`src/rtl/pipe_stage_skid_pkg.sv`:
```
// Shared pipeline-stage definitions: occupancy state encoding and default widths.
package pipe_pkg;

    localparam int unsigned PC_W_DEFAULT = 32;

    // Entries held by a skid stage: none, main only, main plus skid.
    typedef enum logic [1:0] {
        EMPTY = 2'd0,
        ONE   = 2'd1,
        FULL  = 2'd2
    } stage_state_t;

endpackage

```
`src/rtl/pipe_stage_skid_if.sv`:
```
// Valid/ready channel carrying a PC and an opaque payload.
//   valid : producer has an entry
//   ready : consumer can take it
//   pc    : entry PC
//   data  : entry payload, packed by the producing stage
interface pipe_stage_skid_if
    import pipe_pkg::*;
#(
    parameter int unsigned DATA_W = 128,
    parameter int unsigned PC_W   = PC_W_DEFAULT
);
    logic              valid;
    logic              ready;
    logic [PC_W-1:0]   pc;
    logic [DATA_W-1:0] data;

    modport master (output valid, output pc, output data, input  ready);
    modport slave  (input  valid, input  pc, input  data, output ready);
endinterface

```
`src/rtl/pipe_stage_skid.sv`:
```
// Handshaked pipeline-stage register with a two-entry skid buffer.
//   clk, rst  : clock, synchronous active-high reset
//   flush     : drop every held and incoming entry this cycle
//   in_if     : upstream channel (ready is registered)
//   out_if    : downstream channel (pc/data come straight from the main register)
//   occupancy : entries held, 0..2
//   stall_cnt : saturating count of cycles with out_valid & !out_ready
module pipe_stage_skid
    import pipe_pkg::*;
#(
    parameter int unsigned DATA_W      = 128,
    parameter int unsigned PC_W        = PC_W_DEFAULT,
    parameter bit          ZERO_BUBBLE = 1'b1,
    parameter int unsigned CNT_W       = 16
) (
    input  logic             clk,
    input  logic             rst,
    input  logic             flush,
    pipe_stage_skid_if.slave  in_if,
    pipe_stage_skid_if.master out_if,
    output logic [1:0]       occupancy,
    output logic [CNT_W-1:0] stall_cnt
);

    stage_state_t      state_q, state_d;
    logic [PC_W-1:0]   main_pc_q, main_pc_d;
    logic [DATA_W-1:0] main_data_q, main_data_d;
    logic [PC_W-1:0]   skid_pc_q, skid_pc_d;
    logic [DATA_W-1:0] skid_data_q, skid_data_d;
    logic              in_ready_q, in_ready_d;
    logic              out_valid_q, out_valid_d;
    logic [1:0]        occupancy_q, occupancy_d;
    logic [CNT_W-1:0]  stall_cnt_q, stall_cnt_d;

    logic xfer_in, xfer_out;

    assign xfer_in  = in_if.valid & in_ready_q;
    assign xfer_out = out_valid_q & out_if.ready;

    // Next state and storage updates; flush overrides the normal transfer.
    always_comb begin
        state_d     = state_q;
        main_pc_d   = main_pc_q;
        main_data_d = main_data_q;
        skid_pc_d   = skid_pc_q;
        skid_data_d = skid_data_q;

        case (state_q)
            EMPTY: begin
                if (xfer_in) begin
                    state_d     = ONE;
                    main_pc_d   = in_if.pc;
                    main_data_d = in_if.data;
                end
            end
            ONE: begin
                if (xfer_in && xfer_out) begin
                    main_pc_d   = in_if.pc;
                    main_data_d = in_if.data;
                end else if (xfer_in) begin
                    state_d     = FULL;
                    skid_pc_d   = in_if.pc;
                    skid_data_d = in_if.data;
                end else if (xfer_out) begin
                    state_d = EMPTY;
                    if (ZERO_BUBBLE) begin
                        main_pc_d   = '0;
                        main_data_d = '0;
                    end
                end
            end
            FULL: begin
                if (xfer_out) begin
                    state_d     = ONE;
                    main_pc_d   = skid_pc_q;
                    main_data_d = skid_data_q;
                    skid_pc_d   = '0;
                    skid_data_d = '0;
                end
            end
            default: state_d = EMPTY;
        endcase

        if (flush) begin
            state_d     = EMPTY;
            main_pc_d   = '0;
            main_data_d = '0;
            skid_pc_d   = '0;
            skid_data_d = '0;
        end
    end

    // Registered status derived from the next state.
    always_comb begin
        in_ready_d  = (state_d != FULL);
        out_valid_d = (state_d != EMPTY);
        case (state_d)
            ONE:     occupancy_d = 2'd1;
            FULL:    occupancy_d = 2'd2;
            default: occupancy_d = 2'd0;
        endcase
    end

    // Stall counter ignores flush and saturates at all-ones.
    always_comb begin
        stall_cnt_d = stall_cnt_q;
        if (out_valid_q && !out_if.ready && (stall_cnt_q != {CNT_W{1'b1}})) begin
            stall_cnt_d = stall_cnt_q + CNT_W'(1);
        end
    end

    always_ff @(posedge clk) begin
        if (rst) begin
            state_q     <= EMPTY;
            main_pc_q   <= '0;
            main_data_q <= '0;
            skid_pc_q   <= '0;
            skid_data_q <= '0;
            in_ready_q  <= 1'b1;
            out_valid_q <= 1'b0;
            occupancy_q <= 2'd0;
            stall_cnt_q <= '0;
        end else begin
            state_q     <= state_d;
            main_pc_q   <= main_pc_d;
            main_data_q <= main_data_d;
            skid_pc_q   <= skid_pc_d;
            skid_data_q <= skid_data_d;
            in_ready_q  <= in_ready_d;
            out_valid_q <= out_valid_d;
            occupancy_q <= occupancy_d;
            stall_cnt_q <= stall_cnt_d;
        end
    end

    assign in_if.ready  = in_ready_q;
    assign out_if.valid = out_valid_q;
    assign out_if.pc    = main_pc_q;
    assign out_if.data  = main_data_q;
    assign occupancy    = occupancy_q;
    assign stall_cnt    = stall_cnt_q;

endmodule
```
`src/flat_wrapper.sv`:
```
// flat-port wrapper written by rule: the top's interface ports become plain ports
module pipe_stage_skid_flat import pipe_pkg::*;
#(
    parameter int unsigned DATA_W      = 128,
    parameter int unsigned PC_W        = PC_W_DEFAULT,
    parameter bit          ZERO_BUBBLE = 1'b1,
    parameter int unsigned CNT_W       = 16
)
  (clk, rst, flush, occupancy, stall_cnt, in_if_valid, in_if_pc, in_if_data, in_if_ready, out_if_valid, out_if_pc, out_if_data, out_if_ready);
  pipe_stage_skid_if #(.DATA_W(DATA_W), .PC_W(PC_W)) in_if_i ();
  pipe_stage_skid_if #(.DATA_W(DATA_W), .PC_W(PC_W)) out_if_i ();
  input  logic clk;
  input  logic rst;
  input  logic flush;
  output logic [1:0] occupancy;
  output logic [CNT_W-1:0] stall_cnt;
  input wire logic [$bits(in_if_i.valid)-1:0] in_if_valid;
  input wire logic [$bits(in_if_i.pc)-1:0] in_if_pc;
  input wire logic [$bits(in_if_i.data)-1:0] in_if_data;
  output wire logic [$bits(in_if_i.ready)-1:0] in_if_ready;
  output wire logic [$bits(out_if_i.valid)-1:0] out_if_valid;
  output wire logic [$bits(out_if_i.pc)-1:0] out_if_pc;
  output wire logic [$bits(out_if_i.data)-1:0] out_if_data;
  input wire logic [$bits(out_if_i.ready)-1:0] out_if_ready;
  assign in_if_i.valid = in_if_valid;
  assign in_if_i.pc = in_if_pc;
  assign in_if_i.data = in_if_data;
  assign in_if_ready = in_if_i.ready;
  assign out_if_valid = out_if_i.valid;
  assign out_if_pc = out_if_i.pc;
  assign out_if_data = out_if_i.data;
  assign out_if_i.ready = out_if_ready;
  pipe_stage_skid #(.DATA_W(DATA_W), .PC_W(PC_W), .ZERO_BUBBLE(ZERO_BUBBLE), .CNT_W(CNT_W)) u_core (.clk(clk), .rst(rst), .flush(flush), .in_if(in_if_i), .out_if(out_if_i), .occupancy(occupancy), .stall_cnt(stall_cnt));
endmodule
```
`config.mk`:
```
export PLATFORM = sky130hd
export DESIGN_NAME = pipe_stage_skid_flat
export DESIGN_NICKNAME = d
export VERILOG_FILES = /design/src/rtl/pipe_stage_skid_pkg.sv /design/src/rtl/pipe_stage_skid_if.sv /design/src/rtl/pipe_stage_skid.sv /design/src/flat_wrapper.sv
export SDC_FILE = /design/constraint.sdc
export NUM_CORES = 1
export LEC_CHECK = 0
export CAP_MARGIN = 40
export CELL_PAD_IN_SITES_DETAIL_PLACEMENT = 1
export CELL_PAD_IN_SITES_GLOBAL_PLACEMENT = 2
export CORE_UTILIZATION = 30
export DETAILED_ROUTE_END_ITERATION = 10
export GPL_ROUTABILITY_DRIVEN = 0
export PLACE_DENSITY = 0.75
export SYNTH_ARGS = -nofsm -noshare
export SYNTH_HDL_FRONTEND = slang
export SYNTH_SLANG_ARGS = --single-unit
```
`constraint.sdc`:
```
create_clock -name clk -period 4.9 [get_ports clk]
set_clock_uncertainty 0.05 [all_clocks]
set_input_delay 0.735 -clock clk [delete_from_list [all_inputs] [get_ports clk]]
set_output_delay 0.735 -clock clk [all_outputs]
set_load 0.01 [all_outputs]
```
# == Word level (Yosys, flattened, before mapping) ==
# Cells that the tools add are included.
# totals
out_inout_bits,180
ram_bits,0
wordCells,59
reg_bits,342
romBits,0
mem_count,0
latch_bits,0
# op_classes
n_eq_ne,12
multipliers,0
n_reduce_logical,11
add_sub_neg,1
div,0
mux,24
n_lt_le_gt_ge,0
shift,0
bitwise,2
# op_table
cell,count
$mux W128,6
$pmux W128 S3,1
$pmux W128 S2,1
$mux W32,6
$pmux W32 S3,1
$pmux W32 S2,1
$add A16 B1 Y16 const B,1
$ne A16 B16 Y1 const B,1
$mux W2,6
$ne A2 B1 Y1 const B,3
$pmux W2 S3,1
$reduce_and A5 Y1,1
$eq A2 B1 Y1 const B,2
$eq A2 B2 Y1 const B,2
$ne A2 B2 Y1 const B,2
$pmux W2 S2,1
$reduce_and A4 Y1,1
$reduce_bool A2 Y1,2
$logic_and A1 B1 Y1,3
$ne A3 B1 Y1 const B,1
$ne A3 B3 Y1 const B,1
$reduce_bool A3 Y1,1
$and A1 B1 Y1,2
$logic_not A2 Y1,1
other kinds (2),2

# == Logic depth before layout (Yosys ltp) ==
# Gate-level depths: netlist of the first run.
# depth
ltp_word,8
ltp_mapped,9
ltp_nobuf,6

# == Worst setup path after synthesis of the first run ==
# Ideal clock, no wire load.
# synth_path
kind,input -> register
startpoint,input rst
endpoint,register u_core.main_data_q[49] (netlist: u_core.out_if.data[49])
path_buffers,4
setup_slack_ns,2.764
cell_stages,6
required_time_ns,4.709
arrival_ns,1.945
path_cell_list,buf_2 > or2_2 > buf_2 > clkbuf_1 > buf_1 > nor3_2
# synth_via
elab_chain_cells,1
# synth_lines
item,line_no,rtl
start: declaration,flat_wrapper.sv:13,input logic rst;
$reduce_or A2 Y1 (no source line),-,
end signal: assignment,pipe_stage_skid.sv:126,main_data_q <= main_data_d;
end: declaration,pipe_stage_skid.sv:27,"logic [DATA_W-1:0] main_data_q, main_data_d;"
# Every way passes these cells.
# A chain may end at the register's enable or synchronous reset.

# == Worst setup path after layout of the first run ==
# layout_path
startpoint,register u_core.state_q[0]
endpoint,register u_core.main_pc_q[7] (netlist: u_core.out_if.pc[7])
# layout_via
elab_chain_cells,3
elab_cells_between_ends,10
cone_classes,6 x eq/ne; 1 x mux; 3 x reduce/logical
# layout_lines
item,line_no,rtl
start: declaration,pipe_stage_skid.sv:25,"stage_state_t state_q, state_d;"
start signal: assignment,pipe_stage_skid.sv:124,state_q <= state_d;
$eq A2 B1 Y1 (tied with other cells),pipe_stage_skid.sv:48,case (state_q)
$ne A3 B3 Y1 (no source line) (tied with other cells),-,
$reduce_and A5 Y1 (no source line),-,
end signal: assignment,pipe_stage_skid.sv:125,main_pc_q <= main_pc_d;
end: declaration,pipe_stage_skid.sv:26,"logic [PC_W-1:0] main_pc_q, main_pc_d;"
# Parallel ways exist; a longest one is shown, timed or not.

==> impl_metrics.py, run 1 <==
metrics = {
    "hold_path": {
        "hp-class": "flip-flop to flip-flop",
    },
    "worst_setup_path": {
        "cp_slowest_cell": "and2_4",
        "startpoint_type": "flip-flop",
        "path_max_fanout": 60,
        "crit_type": "flip-flop to flip-flop",
        "cp_cell_sequence": "inv_1, ha_4, and2_4, buf_12, a221oi_1, nor3_1",
        "worst-path-buf-inv": 2,
        "crit_arrival_ps": 3350,
        "cp_top_family": "simple AND/OR/NAND/NOR gates",
        "end_kind": "flip-flop",
        "cp_slowest_stage_delay_ps": 800,
        "crit_required_ps": 5330,
        "rrSetupSlack_ps": 1980,
    },
    "drt": {
        "wl_per_cell_um": 23.5,
        "wl_um": 60100,
        "via_count": 14800,
        "drt_iter0_drc": 915,
        "ant_nets": 0,
        "viasPerCell": 5.78,
        "drtPass1Iterations": 5,
        "drc": 0,
    },
    "power_and_ir_drop": {
        "power_density_mw_per_mm2": 342,
        "leakage_nw": 6.76,
        "peakVddDrop_v": 0.000201,
    },
    "timing": {
        "tightest_slew_ps": 848,
        "finalHoldViolations": 0,
        "timing.final.crit_period_ps": 2920,
        "setup_viol": 0,
        "fmax_ghz": 0.342,
        "maxSlewHeadroom_pct": 43.4,
        "setup_slack_ps": 1980,
        "fin_tns_setup_ps": 0,
        "slew_viol_final": 0,
        "rsz0062_at_grt": "no",
        "timing.final.crit_share_pct": 59.6,
    },
    "synth": {
        "synthArstFlopShare_pct": 0,
        "syn_area_sq_mm": 0.0156,
        "syn-num-nets": 1795,
        "dominantRegCellSynth": "dfxtp_1",
        "synth_cells": 1625,
        "syn_avg_cell_area_sq_um": 9.59,
        "synth_cell_types": 50,
        "synth-seq-cells": 342,
        "yosys_warnings": 0,
        "synth-edff-count": 0,
        "yosysSeqAreaShare_pct": 43.9,
    },
    "clocking": {
        "htree_levels": 2,
        "cts_made_buffers": 43,
        "cts_buffer_depth": 3,
        "clock-sinks": 342,
        "holdBufCountCts": 0,
        "cts_setup_buffers": 0,
        "cts_resized": 0,
        "cts_tree": "done",
        "clk_latency_ps": 560,
        "cts_root_buf": "clkbuf_16",
        "clkTransAtPathRegs_ps": 60,
    },
    "global_routing": {
        "grt_pass1_vias": 15600,
        "overflow": 0,
        "grtUsageTotal_pct": 22.1,
        "antenna_found_initial": 9,
        "grt_pass1_wl_um": 93800,
        "grt_max_degree": 97,
    },
    "cells_and_area": {
        "fillers": 5690,
        "stdcell_area_sq_mm": 0.0210,
        "final_layout_size_suffix_gt1_share_pct": 13.5,
        "finalNetCount": 2010,
        "final_util_pct": 40.8,
        "synthToLayoutAreaGrowth_pct": 34.5,
    },
    "flow_run": {
        "maxCapViolCount": 0,
    },
    "place": {
        "dp.final_hpwl_um": 34800,
        "port_buffers": 344,
        "postPlaceCellArea_sq_mm": 0.0196,
        "dp_slack_ps": 1650,
    },
    "die": {
        "design.die.area_sq_mm": 0.0528,
        "std_cell_rows": 83,
        "fp.coreArea_sq_mm": 0.0513,
        "start_util_pct": 30.4,
        "ios": 345,
        "chipWidth_um": 230,
        "die-height_um": 230,
    },
    "run_status": {
        "status": "completed",
    },
}
final cells by class:
| cell class | instances | area, sq um | share of cell area (%) |
|---|---|---|---|
| Antenna cell | 4 | 10.0 | 0.0478 |
| Clock buffer | 69 | 1300 | 6.19 |
| Clock inverter | 5 | 50.0 | 0.239 |
| Inverter | 7 | 28.8 | 0.137 |
| Multi-Input combinational cell | 1064 | 7850 | 37.4 |
| Sequential cell | 342 | 6850 | 32.7 |
| Tap cell | 680 | 851 | 4.06 |
| Timing Repair Buffer | 382 | 4030 | 19.2 |
metrics by stage:
| step | hold slack (ps) | cells | power, mW |
|---|---|---|---|
| 6_report | 414 | 2553 | 7.17 |
| 5_1_grt | 438 | 2552 | 7.46 |
| 4_1_cts | 419 | 2549 | 7.27 |
| 3_5_place_dp | 412 | 2475 | 4.15 |
| 3_3_place_gp | 400 | 2468 | 4.12 |
| 2_1_floorplan | 394 | 1625 | 3.60 |
registers in the layout, summed over array words and instances, names as in the netlist:
register and flops:
u_core.skid_pc_q 32, u_core.occupancy 2, u_core.out_if.valid 1, u_core.skid_data_q 128, u_core.stall_cnt 16, u_core.in_if.ready 1
u_core.out_if.data 128, u_core.state_q 2, u_core.out_if.pc 32
routing by layer:
layer,wire [um],GRT usage (%),up-vias
li1,-,-,6745
met4,1280,6.77,10
met1,26700,28.7,7503
met2,28300,35.8,403
met3,3750,5.61,93
met5,64,0,-
path summary, 6_finish.rpt:
| check | startpoint | end | depth (start not counted) |
|---|---|---|---|
| max | u_core.state_q[0] | u_core.out_if.pc[7] | 6 |
| min | u_core.skid_data_q[17] | u_core.skid_data_q[17] | 2 |
| max reg2reg | u_core.state_q[0] | u_core.out_if.pc[7] | 6 |
| min reg2reg | u_core.skid_data_q[17] | u_core.skid_data_q[17] | 2 |
kinds of logic (layout without fill, tap and decap cells):
kind of cell    Yosys count  in the layout  synth area share, %
simple gates            533            533                 21.5
compound gates          521            521                 27.7
flops                   342            342                 43.9
buf+inv                 219            463                 6.15
fa+ha+maj                 6              6                0.466
mux                       3              3                0.209
xor+xnor                  1              1               0.0562
other cells               0              4                    0
where the power goes:
part / switching, mW / internal [mW] / leakage [nW]
registers: 0.0675 / 2.89 / 2.78
logic: 0.633 / 0.497 / 3.32
clock network: 1.23 / 1.85 / 0.661
total: 1.94 / 5.23 / 6.76
cells in the mapped netlist, drive strengths merged (2+ instances only):
cell type	n	area, sq um
or3	5	31.3
o31ai	167	1270
mux2	2	22.5
nor3	165	1040
dfxtp	342	6850
ha	5	62.6
nand2	6	25.0
nand4	3	25.0
nor2	165	619
and4	3	26.3
buf	75	418
a21oi	173	866
clkbuf	137	514
nand4b	160	1400
nand3	6	30.0
a221oi	160	2030
o41ai	2	17.5
inv	7	26.3
o21ai	9	45.0
or4	7	52.6
nor2b	2	12.5
and2	4	25.0
a21boi	3	26.3
nand3b	2	15.0
tightest hold or removal path: cells and delay by family, from the launching register on:
family | cells | cell delay (ps)
compound gates | 2 | 110
flops | 1 | 310
cell usage in the layout (no fill, tap or decap), types with 2 or more instances in the layout:
master,instances
nand2_1,5
nor3_1,123
inv_1,6
a221oi_2,100
buf_16,5
and4_1,3
dfxtp_1,342
a21oi_1,172
or4_1,7
o41ai_1,2
nor2b_1,2
and2_1,3
clkbuf_16,45
nor2_1,165
nand3b_1,2
a21boi_0,2
diode_2,4
clkbuf_1,16
buf_12,16
mux2_2,2
clkdlybuf4s50_1,344
nor3_2,41
o21ai_0,8
clkinv_2,4
nand4b_1,160
ha_1,3
o31ai_1,166
a221oi_1,60
nand4_1,2
or3_1,4
ha_4,2
nand3_1,6
buf_4,17
clkbuf_8,8
No activity file was read; power rests on OpenSTA's default activity.
==> run 2, diff against run 1 <==
--- a/config.mk
+++ b/config.mk
@@ -8,10 +8,10 @@
 export CAP_MARGIN = 40
 export CELL_PAD_IN_SITES_DETAIL_PLACEMENT = 1
 export CELL_PAD_IN_SITES_GLOBAL_PLACEMENT = 2
-export CORE_UTILIZATION = 30
+export CORE_UTILIZATION = 28
 export DETAILED_ROUTE_END_ITERATION = 10
 export GPL_ROUTABILITY_DRIVEN = 0
-export PLACE_DENSITY = 0.75
+export PLACE_DENSITY = 0.73
 export SYNTH_ARGS = -nofsm -noshare
 export SYNTH_HDL_FRONTEND = slang
 export SYNTH_SLANG_ARGS = --single-unit
==> constraint.sdc (replaced) <==
create_clock -name clk -period 2.45 [get_ports clk]
set_clock_uncertainty 0.05 [all_clocks]
set_input_delay 0.3675 -clock clk [delete_from_list [all_inputs] [get_ports clk]]
set_output_delay 0.3675 -clock clk [all_outputs]
set_load 0.01 [all_outputs]
==> impl_metrics.py, run 2 (same netlist as run 1, synthesis figures left out) <==
metrics = {
    "die": {
        "start_util_pct": 28.3,
        "design.die.area_sq_mm": 0.0566,
        "fp.coreArea_sq_mm": 0.0550,
        "die-height_um": 238,
        "chipWidth_um": 238,
        "ios": 345,
        "std_cell_rows": 86,
    },
    "clocking": {
        "holdBufCountCts": 0,
        "cts_setup_buffers": 0,
        "cts_made_buffers": 43,
        "htree_levels": 2,
        "clkTransAtPathRegs_ps": 60,
        "cts_root_buf": "clkbuf_16",
        "clock-sinks": 342,
        "clk_latency_ps": 570,
        "cts_buffer_depth": 3,
        "cts_tree": "done",
        "cts_resized": 0,
    },
    "place": {
        "place_inst": 2560,
        "port_buffers": 344,
        "postPlaceCellArea_sq_mm": 0.0200,
        "dp.final_hpwl_um": 36000,
    },
    "worst_setup_path": {
        "crit_arrival_ps": 2690,
        "r2r_start": "u_core.state_q[1]",
        "startpoint_type": "flip-flop",
        "path_max_fanout": 53,
        "end_kind": "flip-flop",
        "rr_worst_depth": 7,
        "rrSetupSlack_ps": 130,
        "crit_path_start": "u_core.state_q[1]",
        "r2r-end": "u_core.out_if.pc[7]",
        "crit_end": "u_core.out_if.pc[7]",
        "crit_required_ps": 2820,
        "crit_type": "flip-flop to flip-flop",
    },
    "drt": {
        "drt_iter0_drc": 875,
        "viasPerCell": 5.59,
        "wl_per_cell_um": 22.9,
        "via_count": 14700,
        "wl_um": 60400,
        "drtPass1Iterations": 4,
        "drc": 0,
        "ant_nets": 0,
    },
    "timing": {
        "whs_ps": 364,
        "setup_viol": 0,
        "fmax_ghz": 0.431,
        "maxSlewHeadroom_pct": 50.1,
        "timing.final.crit_share_pct": 94.7,
        "slew_viol_final": 0,
        "tightest_slew_ps": 749,
        "finalHoldViolations": 0,
        "rsz0062_at_grt": "no",
        "timing.final.crit_period_ps": 2320,
    },
    "run_status": {
        "status": "completed",
    },
    "global_routing": {
        "antenna_found_initial": 7,
        "grt_max_degree": 101,
        "overflow": 0,
        "grt_pass1_wl_um": 93100,
        "grt_pass1_vias": 15000,
        "grtUsageTotal_pct": 20.6,
    },
    "cells_and_area": {
        "layout.cells.most_common": "clkdlybuf4s50_1",
        "final_layout_size_suffix_gt1_share_pct": 14.8,
        "stdcell_count": 2635,
        "stdcell_area_sq_mm": 0.0214,
        "finalNetCount": 2028,
        "synthToLayoutAreaGrowth_pct": 37.3,
        "n_antenna_cell": 0,
        "final_util_pct": 38.9,
        "layout_common_cells": "344 x clkdlybuf4s50_1, 342 x dfxtp_1, 172 x a21oi_1",
    },
    "flow_run": {
        "maxCapViolCount": 0,
    },
    "power_and_ir_drop": {
        "leakage_nw": 6.94,
        "power_density_mw_per_mm2": 681,
        "power_mw": 14.6,
        "peakVddDrop_v": 0.000423,
    },
    "hold_path": {
        "hp-class": "primary input to flip-flop",
    },
}
## run 2: worst min path at each step
stage / start / endpoint / depth (start not counted)
floorplan: u_core.skid_data_q[0] / u_core.skid_data_q[0] / 2
global placement: u_core.skid_pc_q[26] / u_core.skid_pc_q[26] / 2
detailed placement: u_core.skid_pc_q[2] / u_core.skid_pc_q[2] / 2
CTS: in_if_data[11] / u_core.skid_data_q[11] / 3
global route: in_if_data[11] / u_core.skid_data_q[11] / 3
finish: in_if_data[11] / u_core.skid_data_q[11] / 3
## run 2: critical path: stages, from the launching register on
cell and delay [ps]:
dfxtp_1 410, inv_1 140, ha_1 270, a2bb2oi_1 200, or3_4 420, buf_12 220
a221oi_1 330, nor3_1 90
## run 2: power by group
| part | leakage [nW] | internal [mW] | switching, mW |
|---|---|---|---|
| clock network | 0.693 | 3.77 | 2.55 |
| logic | 3.47 | 1.04 | 1.27 |
| registers | 2.78 | 5.77 | 0.149 |
| total | 6.94 | 10.6 | 3.97 |
## run 2: layer usage
layer | up-vias | GRT usage, % | wire, um
li1 | 6774 | - | -
met1 | 7440 | 28.1 | 27600
met2 | 403 | 32.9 | 27900
met3 | 86 | 4.30 | 3570
met4 | 14 | 5.65 | 1200
met5 | - | 0 | 93
## run 2: per-stage QoR
stage / worst slack (ps) / setup TNS [ps]
CTS: 58.0 / 0
detailed placement: -94.3 / -347
finish: 130 / 0
global placement: 2.71 / 0
floorplan: 437 / 0
global route: 14.8 / 0
## run 2: final cells by class
cell class                 instances  area (sq um)
clock buffer                      64          1310
clock inverter                    10          82.6
fill                            6080         33600
inverter                           7          28.8
multi-input combinational       1064          7850
sequential                       342          6850
tap                              748           936
timing repair buffer             400          4340
==> variant 1 (settings of run 2) <==
`ZERO_BUBBLE` is set to 1'b1 in 2 places; all go to 1'b0.
--- a/src/rtl/pipe_stage_skid.sv
+++ b/src/rtl/pipe_stage_skid.sv
@@ -10,7 +10,7 @@
 #(
     parameter int unsigned DATA_W      = 128,
     parameter int unsigned PC_W        = PC_W_DEFAULT,
-    parameter bit          ZERO_BUBBLE = 1'b1,
+    parameter bit          ZERO_BUBBLE = 1'b0,
     parameter int unsigned CNT_W       = 16
 ) (
     input  logic             clk,
--- a/src/flat_wrapper.sv
+++ b/src/flat_wrapper.sv
@@ -3,7 +3,7 @@
 #(
     parameter int unsigned DATA_W      = 128,
     parameter int unsigned PC_W        = PC_W_DEFAULT,
-    parameter bit          ZERO_BUBBLE = 1'b1,
+    parameter bit          ZERO_BUBBLE = 1'b0,
     parameter int unsigned CNT_W       = 16
 )
   (clk, rst, flush, occupancy, stall_cnt, in_if_valid, in_if_pc, in_if_data, in_if_ready, out_if_valid, out_if_pc, out_if_data, out_if_ready);
Formal check against the unedited RTL: not equivalent (Yosys sat finds a counterexample within 4 cycles, from zero or initial values and one cycle with rst high).
==> variant 1 against run 2 <==
  * The flow now finishes with violations (design-rule violations)
  * Cell count down 12%
  * Area after synthesis down 15%
  * Sequential cell count unchanged
  * Non-clock buffer count down 5
  * Worst setup slack better by 240 ps
  * Sequential share of layout area up 4.1 points
  * Critical path depth down 6
  * Design area down 11%
  * Total power down 8.5%
  * Wire length down 31%
  * Critical endpoint is now out_if_valid
==> variant 1: results (changes against run 2) <==
most common flop cell mapped by yosys dfxtp_1; R2R Path End u_core.skid_pc_q[14]$_SDFFE_PP0P_; Total Wirelength 41920 µm (-31%); # H-tree levels 2 (unchanged); DRT iter0 DRCs 542 (-38%); IO buf count 344 (unchanged); Peak VDD IR 0.3960 mV (-6.4%); layout cells sized above 1 6.955% (-7.8 points); vias 11.41k (-22%); Clock Latency Late Sink 550 ps (-20 ps); Hold EP u_core.skid_pc_q[29]$_SDFFE_PP0P_; Post-Syn Nets 1540 (-14%); Post-route DRC 42 (+42); failing checks design-rule violations; Longest Clk Path Bufs 3 (unchanged); most common library cells after synthesis 342 x dfxtp_1, 328 x nor2_1, 161 x mux2i_1; post-CTS setup buffers 0 (unchanged); Distinct cells, synth 43 (-14%); Final Hold Viols 0 (unchanged); Inserted Clock Buffers 41 (-4.7%); first-pass GRT wire length 64520 µm (-31%); initial antenna violation count 2 (-5); Worst Min Path Start in_if_pc[29]; hold-critical path depth 3 (unchanged); family with the most delay on the worst path buffers and inverters; fin nets 1849 (-8.8%); slowest stage delay, CP 620 ps (+200 ps); GRT Total Usage 16.88% (-3.8 points); Seq/Total Area, Yosys 51.49% (+7.5 points); hold crit path type in2reg; slowest stage cell, crit path clkdlybuf4s50_1; CP max FO 9 (-83%); Synth Warn # 0 (unchanged); status finished with violations; Worst setup startpoint u_core.out_if.valid$_SDFF_PP0_; largest net degree at the start of global routing 72 (-29%); Area contributors post-synth dfxtp_1 51%, mux2i_1 12%, nor2_1 9.3%; Post-CTS Resized 0 (unchanged); vias in the first global route 11.54k (-23%); Worst Path Arrival 1660 ps (-1030 ps); Reg clk slew, reported paths 60 ps (about the same); R2R cell count 6 (-1); Clock Root Buffer clkbuf_16; DP Wirelength 28150 µm (-22%); worst hold slack 432.4 ps (+68.21 ps); reg2reg setup slack 540 ps (+410 ps); actual slew at the worst max-slew pin 535.5 ps (-213.2 ps); LEAKAGE 7.712 nW (+11%); First-pass DRT Iterations 8 (+4); Async S/R FF share, synth 0% (unchanged)
variant 1: cell families after synthesis:
kind of cell | after synthesis | synth area share, %
simple gates | 383 | 11.92
compound gates | 350 | 19.45
flops | 342 | 51.49
mux | 163 | 12.29
buf+inv | 134 | 4.695
xor+xnor | 1 | 0.06588
fa+ha+maj | 1 | 0.09408
variant 1: where the power goes:
group,switching [mW],internal [mW],leakage [nW]
logic,0.756,0.805,4.29
registers,0.0983,5.73,2.78
clock network,2.35,3.58,0.642
total,3.20,10.1,7.71
variant 1: how the worst max path moves through the flow:
stage,endpoint,slack [ps],cells past startpoint
after global routing,out_if_valid,310,1
after global placement,u_core.out_if.data[32]$_SDFFE_PP0P_,140,7
after CTS,out_if_valid,330,1
after floorplan,u_core.stall_cnt[13]$_SDFFE_PP0P_,770,4
after detailed placement,u_core.out_if.pc[20]$_SDFFE_PP0P_,30,7
final,out_if_valid,370,1
variant 1: stage by stage:
step | instance area (µm²) | setup WS, ps | cells
floorplan | 13300 | 770.6 | 1374
finish | 18980 | 368.0 | 2319
global placement | 17670 | 136.7 | 2247
CTS | 18980 | 329.3 | 2318
detailed placement | 17670 | 32.95 | 2247
global route | 18980 | 306.8 | 2319
variant 1: routing by layer:
layer	global-route usage (%)	vias up	routed length, µm	share of wire, %
met5	0	-	0	0
met4	5.724	0	868	2.1
met3	4.651	44	2784	6.6
met2	27.68	233	19560	47
met1	21.17	5536	18710	45
li1	-	5601	-	-
variant 1: final cells by class:
type | instances | area, µm²
inverters | 5 | 18.77
clock buffers | 66 | 1252
diodes | 1 | 2.502
multi-input cells | 898 | 5856
clock inverters | 5 | 53.80
well taps | 607 | 759.5
repair buffers | 395 | 4189
fillers | 5207 | 27680
flip-flops and latches | 342 | 6847
==> variant 2 (settings of run 2) <==
Without the edit above. Put one more register stage on the output `stall_cnt`, with the module's reset. The value now appears one clock later. The other outputs are not delayed to match. Comments in the files are not updated.
--- a/src/rtl/pipe_stage_skid.sv
+++ b/src/rtl/pipe_stage_skid.sv
@@ -138,6 +138,12 @@
     assign out_if.pc    = main_pc_q;
     assign out_if.data  = main_data_q;
     assign occupancy    = occupancy_q;
-    assign stall_cnt    = stall_cnt_q;
+    always_ff @(posedge clk) begin
+        if (rst) begin
+            stall_cnt <= '0;
+        end else begin
+            stall_cnt <= stall_cnt_q;
+        end
+    end
 
 endmodule
Behaviour: not the same (Yosys sat finds a counterexample within 4 cycles, from zero or initial values and one cycle with rst high).
==> variant 2 against run 2 <==
  * Count of clock-buffer cells in the layout is 2 higher
  * Sequential power is 4.2% higher
  * Fmax is 0.70% lower
  * Area after synthesis is 13% lower
  * Worst setup slack worse by 16 ps
  * Hold slack better by 29 ps
  * Critical path depth stayed put
  * Design area is 10% lower
  * Sequential cell count is 16 higher
  * First-iteration DRC count is 33% lower
  * Wire length is 23% lower
  * Total power is 0.20% higher
==> variant 2: results (changes against run 2) <==
setup ws final 113.9 ps (-16.32 ps); Area contributors post-synth dfxtp_1 53%, a221oi_2 11%, a22o_1 10%; clk pwr 6.44 mW (+2%); clock share of power 44.1% (+0.7 points); GRT Total Usage 18.53% (-2.1 points); fin nets 1733 (-15%); Cell Count, Final, Fillers Out 2214 (-16%); Seq area share 37.27% (+5.3 points); largest net degree at the start of global routing 68 (-33%); Fill cells 5200 (-14%); CLK BUF 66 (+3.1%); P_seq 6.17 mW (+4.2%); Distinct cells, synth 48 (-4.0%); Hold EP u_core.skid_pc_q[15]$_SDFFE_PP0P_; clk tree area frac 7.412% (+0.91 points); Clock Root Buffer clkbuf_16; Data buffer area share 21.47% (+1.2 points); placed instance count 2134 (-17%); CP max FO 67 (+26%); # Taps 615 (-18%); Worst Setup EP u_core.out_if.data[14]$_SDFFE_PP0P_; Ant. Diodes 4 (+4); Compound-Gate Fraction of Synth Area 27.04% (-0.63 points); status finished clean; Clock Latency Late Sink 550 ps (-20 ps); Final Core Density 40.27% (+1.4 points); most common library cells after synthesis 358 x dfxtp_1, 172 x nor2_1, 165 x nor3_1; Inserted Clock Buffers 42 (-2.3%); sequential cells 358 (+4.7%); Synth Area in XOR/XNOR 0.1292% (+0.073 points); actual slew at the worst max-slew pin 701.8 ps (-46.85 ps); bufs w/o clock 392 (-2.0%); mux cell area share after synthesis 0.4893% (+0.28 points); Seq/Total Area, Yosys 52.88% (+8.9 points); area share of fa/ha/maj cells after synthesis 0.4616% (-0.0042 points); worst hold slack 392.7 ps (+28.52 ps); first-pass GRT wire length 72310 µm (-22%); DR vias/cell 5.271 (-5.6%); layout cells sized above 1 14.42% (-0.37 points); vias in the first global route 12.30k (-18%); Total Wirelength 46640 µm (-23%); Multi-Input Combinational 765 (-28%); LEAKAGE 7.005 nW (+0.92%); hold-critical path depth 2 (-1); initial antenna violation count 5 (-2); slowest stage cell, crit path dfxtp_1; Post-Syn Nets 1426 (-21%)
-- variant 2: cell types whose count changed in the layout (fill, tap and decap cells not counted), sizes merged, moves of 5 or more --
cell and delta:
a22o +160, o31ai -167, nor2 +7, or4 -5, a21oi -168, nand4b -160, nor2b +13, dfxtp +16
buf -8
-- variant 2: layer usage --
metal | track usage, % | part of all wire, % | up-vias
met4 | 7.437 | 3.0 | 2
li1 | - | - | 5421
met2 | 29.99 | 46 | 308
met3 | 4.360 | 5.7 | 79
met1 | 23.70 | 46 | 5861
met5 | 0 | 0.026 | -
-- variant 2: cell families after synthesis --
kind of cell / Yosys count
adders and majority gates: 5
muxes: 6
xor gates and xnor gates: 2
DFF: 358
AOI/OAI and AO/OA: 351
buffers and inverters: 133
and+or+nand+nor: 401
-- variant 2: worst reg2reg max path: cells and delay by family (launching register included) --
family,cells,cell delay [ps]
compound gates,2,660
fa+ha+maj,1,290
buf+inv,2,300
flops,1,410
simple gates,2,500
